$ cat config.mk
export PLATFORM = sky130hd
export DESIGN_NAME = seq_detector_prog
export DESIGN_NICKNAME = d
export VERILOG_FILES = /design/src/rtl/seq_detector_prog.sv
export SDC_FILE = /design/constraint.sdc
export NUM_CORES = 1
export LEC_CHECK = 0
export ABC_AREA = 1
export BUFFER_PORTS_ARGS = -buffer_cell sky130_fd_sc_hd__buf_2
export CORE_AREA = 10 10 68 70
export CTS_BUF_LIST = sky130_fd_sc_hd__clkbuf_8
export CTS_CLUSTER_DIAMETER = 150
export DETAILED_ROUTE_END_ITERATION = 7
export DIE_AREA = 0 0 78 80
export PLACE_DENSITY = 0.89
export SLEW_MARGIN = 15
export SYNTH_ARGS = -nofsm -noshare
export SYNTH_HDL_FRONTEND = slang
export SYNTH_SLANG_ARGS = --single-unit
$ cat constraint.sdc
create_clock -name clk -period 5.2 [get_ports clk]
set_input_delay 0.52 -clock clk [delete_from_list [all_inputs] [get_ports clk]]
set_output_delay 0.52 -clock clk [all_outputs]
set_load 0.05 [all_outputs]
$ cat src/rtl/seq_detector_prog.sv
// seq_detector_prog
//   Programmable serial pattern detector. One bit of `in` is taken per cycle
//   with en=1. The most recent cfg_len bits are compared against a pattern
//   that is loaded at runtime. After reset the block detects 10110 with
//   overlapping matches.
// Ports:
//   clk, rst          clock and asynchronous active-high reset
//   en, in            sample enable and serial data bit
//   cfg_load          load cfg_pattern/cfg_len/cfg_overlap this cycle
//   cfg_pattern       pattern; bit [cfg_len-1] is received first, bit [0] last
//   cfg_len           pattern length, legal range 1..MAX_LEN
//   cfg_overlap       1 = matched bits may be reused by the next match
//   count_clr         synchronous clear of match_count; wins over a match
//   op                registered match pulse, high for one cycle
//   match_count       saturating match counter
//   cfg_err           one-cycle pulse when a load carried an illegal length
module seq_detector_prog #(
  parameter int MAX_LEN = 8,
  parameter int LEN_W   = 4,
  parameter int CNT_W   = 8
) (
  input  logic               clk,
  input  logic               rst,
  input  logic               en,
  input  logic               in,
  input  logic               cfg_load,
  input  logic [MAX_LEN-1:0] cfg_pattern,
  input  logic [LEN_W-1:0]   cfg_len,
  input  logic               cfg_overlap,
  input  logic               count_clr,
  output logic               op,
  output logic [CNT_W-1:0]   match_count,
  output logic               cfg_err
);

  typedef struct packed {
    logic [MAX_LEN-1:0] pattern;
    logic [LEN_W-1:0]   len;
    logic               overlap;
  } cfg_t;

  localparam cfg_t CFG_RST = '{pattern: MAX_LEN'(5'b10110),
                               len:     LEN_W'(5),
                               overlap: 1'b1};
  localparam logic [LEN_W-1:0] FILL_MAX = LEN_W'(MAX_LEN);
  localparam logic [CNT_W-1:0] CNT_MAX  = '1;

  cfg_t               cfg_q, cfg_d;
  logic [MAX_LEN-1:0] hist_q, hist_d;
  logic [LEN_W-1:0]   fill_q, fill_d;
  logic               op_q, op_d;
  logic [CNT_W-1:0]   cnt_q, cnt_d;
  logic               err_q, err_d;

  logic [MAX_LEN-1:0] hist_nxt;
  logic [LEN_W-1:0]   fill_nxt;
  logic [MAX_LEN-1:0] len_mask;
  logic               len_ok;
  logic               hit;

  always_comb begin
    hist_nxt = {hist_q[MAX_LEN-2:0], in};
    fill_nxt = (fill_q >= FILL_MAX) ? fill_q : fill_q + 1'b1;

    // Only the low len bits take part in the compare. Stale history and
    // pattern bits above len are masked off.
    len_mask = '0;
    for (int i = 0; i < MAX_LEN; i++) len_mask[i] = (i < int'(cfg_q.len));

    hit    = (fill_nxt >= cfg_q.len) &&
             (((hist_nxt ^ cfg_q.pattern) & len_mask) == '0);
    len_ok = (cfg_len != '0) && (cfg_len <= FILL_MAX);

    cfg_d  = cfg_q;
    hist_d = hist_q;
    fill_d = fill_q;
    op_d   = 1'b0;
    err_d  = 1'b0;
    cnt_d  = cnt_q;

    if (cfg_load) begin
      // `in` is dropped on a load cycle, whether or not the load is accepted.
      if (len_ok) begin
        cfg_d  = '{pattern: cfg_pattern, len: cfg_len, overlap: cfg_overlap};
        hist_d = '0;
        fill_d = '0;
      end else begin
        err_d = 1'b1;
      end
    end else if (en) begin
      hist_d = hist_nxt;
      // In non-overlap mode, restarting the fill count stops the bits of
      // this match from counting toward the next one.
      fill_d = (hit && !cfg_q.overlap) ? '0 : fill_nxt;
      op_d   = hit;
      if (hit && cnt_q != CNT_MAX) cnt_d = cnt_q + 1'b1;
    end

    if (count_clr) cnt_d = '0;
  end

  always_ff @(posedge clk or posedge rst) begin
    if (rst) begin
      cfg_q  <= CFG_RST;
      hist_q <= '0;
      fill_q <= '0;
      op_q   <= 1'b0;
      cnt_q  <= '0;
      err_q  <= 1'b0;
    end else begin
      cfg_q  <= cfg_d;
      hist_q <= hist_d;
      fill_q <= fill_d;
      op_q   <= op_d;
      cnt_q  <= cnt_d;
      err_q  <= err_d;
    end
  end

  assign op          = op_q;
  assign match_count = cnt_q;
  assign cfg_err     = err_q;

endmodule

; After elaboration in Yosys (flattened, before gate mapping)
; Cells that the tools add are included.
[op_classes]
magnitude_cmp = 11
bitwise = 2
add_sub_neg = 2
eq_ne = 3
reduce_logical = 13
n_mux = 16
[op_table]
columns = op, n
row1 = 2-to-1 mux 8 bit, 4
row2 = 2-to-1 mux 7 bit, 3
row3 = 2-to-1 mux 4 bit, 5
row4 = "< comparator 3 x 4 -> 1 bit, first input constant", 4
row5 = "adder 8 x 1 -> 8 bit, second input constant", 1
row6 = bitwise AND 8 bit, 1
row7 = logical NOT 8 bit, 1
row8 = "< comparator 1 x 4 -> 1 bit, first input constant", 2
row9 = "< comparator 2 x 4 -> 1 bit, first input constant", 2
row10 = "!= test 8 bit, second input constant", 1
row11 = XOR 8 bit, 1
row12 = nonzero test 2 bit, 3
row13 = "adder 4 x 1 -> 4 bit, second input constant", 1
row14 = >= comparator 4 bit, 1
row15 = ">= comparator 4 bit, second input constant", 1
row16 = "<= comparator 4 bit, second input constant", 1
row17 = logical AND 1 bit, 4
row18 = 2-to-1 mux 1 bit, 4
row19 = "!= test 2 x 1 -> 1 bit, second input constant", 2
row20 = AND reduction 2 bit, 2
row21 = nonzero test 4 bit, 1
row22 = AND reduction 3 bit, 1
row23 = logical NOT 1 bit, 1
[word_totals]
register_bits = 34
elab_cells = 55

; Logic depth before layout (Yosys ltp)
[logic_depth]
word_depth = 9
depth_mapped = 13
depth_no_buf = 13

; Worst setup path before layout
; No wires, ideal clock.
[synth_timing]
path_kind = flip-flop to flip-flop
startpoint = register fill_q[0]
endpoint = register fill_q[0]
setup_slack_ps = 3256
path_stages_with_launch = 13
arrival_time_ps = 1818
cell_sequence = dfrtp_1 > inv_1 > ha_1 > nand2_1 > o21ai_0 > ha_1 > inv_1 > o21bai_1 > nand3_1 > nand3_1 > nand3_1 > nor2_1 > o21ai_0
[synth_via]
elab_chain_cells = 8
elab_cells_between_ends = 9
[synth_rtl]
columns = element, line_no
row1 = from (decl), 50  ; logic [LEN_W-1:0] fill_q, fill_d;
row2 = from (signal assigned), 113  ; fill_q <= fill_d;
row3 = adder 4 x 1 -> 4 bit or >= comparator 4 bit (tied branches), 63  ; fill_nxt = (fill_q >= FILL_MAX) ? fill_q : fill_q + 1'b1;
row4 = 2-to-1 mux 4 bit *, 63
row5 = >= comparator 4 bit, 70  ; hit = (fill_nxt >= cfg_q.len) &&
row6 = logical AND 1 bit, 70
row7 = logical AND 1 bit, 94  ; fill_d = (hit && !cfg_q.overlap) ? '0 : fill_nxt;
row8 = 2-to-1 mux 4 bit *, 94
row9 = 2-to-1 mux 4 bit *, 90  ; end else if (en) begin
row10 = 2-to-1 mux 4 bit *, 81  ; if (cfg_load) begin
; Every way passes the cells marked *; elsewhere a longest branch is shown, timed or not. The select of a mux whose other input is x is not followed.
; A chain may end at the register's enable or synchronous reset.

; Worst setup path in the final report
[layout_timing]
startpoint = register fill_q[0]
endpoint = register cnt_q[7], in the netlist match_count[7]
[layout_via]
elab_chain_cells = 7
elab_cells_between_ends = 8
[layout_rtl]
columns = element, line_no
row1 = adder 4 x 1 -> 4 bit or >= comparator 4 bit (tied branches), 63
row2 = 2-to-1 mux 4 bit *, 63
row3 = >= comparator 4 bit *, 70
row4 = logical AND 1 bit *, 70
row5 = logical AND 1 bit *, 96  ; if (hit && cnt_q != CNT_MAX) cnt_d = cnt_q + 1'b1;
row6 = nonzero test 2 bit (no line) *, --
row7 = AND reduction 3 bit (no line) *, --
row8 = to (signal assigned), 115  ; cnt_q <= cnt_d;
row9 = to (decl), 52  ; logic [CNT_W-1:0] cnt_q, cnt_d;
; Every way passes the cells marked *; elsewhere a longest branch is shown, timed or not.

==> impl_metrics.json <==
{
  "avgSynthCellArea_sq_um": 7.952,
  "grtUsageTotal_pct": 14.08,
  "pwr-share-comb_pct": 24.1,
  "async_reset_ff_share_pct": 100.0,
  "holdBufCountCts": 0,
  "clkPwrFrac_pct": 31.9,
  "synthAdderAreaFrac_pct": 4.608,
  "gp_congestion": 0.8474,
  "area_growth_syn_to_layout_pct": 15.60,
  "synth_mux_area_share_pct": 2.370,
  "switching_power_uw": 227.9,
  "dieArea_sq_mm": 0.006240,
  "path_clk_slew_ns": 0.07,
  "fin_crit_ns": 2.256,
  "critical_path_class": "register to register",
  "arrival_ns": 2.48,
  "synth_compound_area_share_pct": 8.032,
  "synth_edf_count": 0,
  "n_antenna_cell": 0,
  "cts.sinks": 34,
  "synth_simple_gate_area_share_pct": 28.90,
  "seq_area_frac_synth_pct": 45.16,
  "synthCells": 239,
  "endpoint_kind": "register",
  "crit_fanout": 9,
  "crit_path_start_kind": "register",
  "ir_worst_vdd_v": 0.0002352,
  "placed_cells": 310,
  "setup_tns_ns": 0,
  "cts-root-buf": "clkbuf_8",
  "run_status": "finished, final reports clean",
  "viasPerCell": 5.066,
  "grt_first_pass_wirelength_microns": 7120,
  "clock-skew-final_ns": 0.006695,
  "cts-htree-levels": 2,
  "cts_resized": 0,
  "ant_nets": 0,
  "netlist_area_sq_mm": 0.001901,
  "clock_latency_ns": 0.29,
  "cts_buffer_depth": 2,
  "period_share_pct": 43.39,
  "drv_slew": 0,
  "switching_share_pct": 31.37,
  "layout.nets": 297,
  "slew_headroom_pct": 68.95,
  "worst_pin_slew_ns": 0.4651,
  "die_y_microns": 80,
  "intPower_uw": 498.7,
  "dr_total_vias": 1611,
  "synth_cell_type_count": 29,
  "first_global_vias": 1593,
  "drtPass1Iterations": 4,
  "postCtsSetupBuffers": 0,
  "cts_tree": "done",
  "rows": 21,
  "p_seq_share_pct": 44.0,
  "cp.required_ns": 5.42,
  "io_buffer_count": 28,
  "wirelength_microns": 4109,
  "design.core.area_sq_mm": 0.003284,
  "routedWlPerCell_microns": 12.92,
  "overflow": 0,
  "min_path_type": "primary input to async pin",
  "synth_top_family_by_area": "simple AND/OR/NAND/NOR gates",
  "dr.first_iter.drc_count": 92,
  "die_x_microns": 78,
  "dp_hpwl_microns": 3072,
  "yosysWarningCount": 0,
  "power_density_mw_per_mm2": 330.7,
  "timing.fmax_ghz": 0.4432,
  "maxCapViolCount": 0,
  "finalPower_uw": 726.7,
  "setup-violations-final": 0,
  "cts_buffers": 5,
  "synth_fp_nets": 265,
  "synth-seq-cells": 34,
  "layout-drive-gt1-share_pct": 21.32,
  "grt_max_degree": 35,
  "final_cell_count_no_fill": 318,
  "synth_xor_area_share_pct": 3.687,
  "ios": 29,
  "rsz0062_at_grt": "false",
  "finalHoldViolations": 0,
  "p_leak_nw": 1.171,
  "drc": 0,
  "antenna_found_initial": 0,
  "initial_core_util_pct": 57.87,
  "ys.flop_type": "dfrtp_1"
}
sequential cells by signal (all words and copies together), names as in the netlist:
signal and flops:
op 1, cfg_err 1, fill_q 4, match_count 8, cfg_q 13, hist_q 7
critical path: stages, from the launching register on:
cell	delay (ns)
dfrtp_1	0.41
inv_1	0.09
ha_1	0.30
nand2_1	0.07
o21ai_0	0.12
ha_1	0.32
inv_1	0.04
o21bai_1	0.11
nand3_1	0.08
nand3_1	0.14
nand4_4	0.20
nand2_4	0.16
nand2_1	0.07
nand2_1	0.07
path summary, 6_finish.rpt:
path / startpoint / to / slack, ns / cells after the start
worst max-delay path: fill_q[0] / match_count[7] / 2.94 / 13
worst min-delay path: rst / fill_q[0] / 0.31 / 3
worst max register to register: fill_q[0] / match_count[7] / 2.94 / 13
worst min register to register: cfg_q[7] / cfg_q[7] / 0.49 / 2
max in group asynchronous: rst / cfg_q[3] / 4.55 / 3
min in group clk: cfg_len[0] / cfg_q[1] / 0.46 / 2
cells by family after synthesis:
kind of cell             after synthesis
AO/OA/AOI/OAI                         28
XOR/XNOR                               8
multiplexers                           4
AND/OR/NAND/NOR                      122
buffers and inverters                 36
flip-flops                            34
adder cells (fa/ha/maj)                7
cell usage in the layout (no fill, tap or decap), drive strengths merged, types with 4 or more instances in the layout:
cell | Yosys | layout
mux2 | 4 | 4
ha | 7 | 7
nor2 | 27 | 27
clkbuf | 2 | 5
xor2 | 7 | 7
nand2 | 72 | 72
dfstp | 6 | 6
o22ai | 6 | 6
buf | 2 | 29
a21oi | 10 | 10
o21ai | 10 | 10
nand3 | 18 | 18
dfrtp | 28 | 28
inv | 31 | 31
layout make-up:
cell class / count / area [sq um]
fillers: 280 / 1087
multi-input cells: 169 / 904.6
flip-flops and latches: 34 / 858.3
repair buffers: 29 / 147.6
inverters: 32 / 120.1
clock buffers: 5 / 68.82
well taps: 46 / 57.56
clock inverters: 3 / 40.04
power by group through the flow:
stage / sequential, mW / combinational, mW / clock [mW]
final: 0.320 / 0.175 / 0.232
after global routing: 0.324 / 0.199 / 0.248
after CTS: 0.319 / 0.176 / 0.237
after detailed placement: 0.324 / 0.172 / 0
after global placement: 0.323 / 0.164 / 0
after floorplan: 0.332 / 0.122 / 0
cells in the mapped netlist (2+ instances only):
library cell	n	area, sq um
nand2_1	69	259.0
dfrtp_1	28	700.7
nand4_1	2	12.51
nor2_2	2	12.51
xor2_1	7	61.31
inv_1	29	108.9
mux2_1	2	22.52
o21ai_0	10	50.05
nor2_1	23	86.33
nor2_4	2	22.52
inv_2	2	7.510
mux2_2	2	22.52
o22ai_1	6	37.54
nand3_2	2	20.02
nand3_1	16	80.08
ha_1	7	87.58
clkbuf_1	2	7.510
buf_2	2	10.01
nand2_2	2	12.51
a21oi_1	10	50.05
dfstp_2	6	157.7
stage by stage:
stage                     setup slack (ns)  hold WS (ns)  area (sq um)  util (%)
after global placement               3.047        0.4729          2088     63.58
after CTS                            2.937        0.3237          2197     66.90
after global routing                 2.747        0.3503          2197     66.90
after detailed placement             2.980        0.4805          2088     63.58
final                                2.944        0.3130          2197     66.90
after floorplan                      3.256        0.4530          1901         -
routing by layer:
layer | wire length, microns | vias to the layer above | GRT usage, %
met4 | 105 | 0 | 7.527
li1 | - | 823 | -
met2 | 1986 | 37 | 22.47
met5 | 0 | - | 0
met1 | 1798 | 742 | 17.17
met3 | 218 | 9 | 3.491
Power figures use the tool's default switching activity.
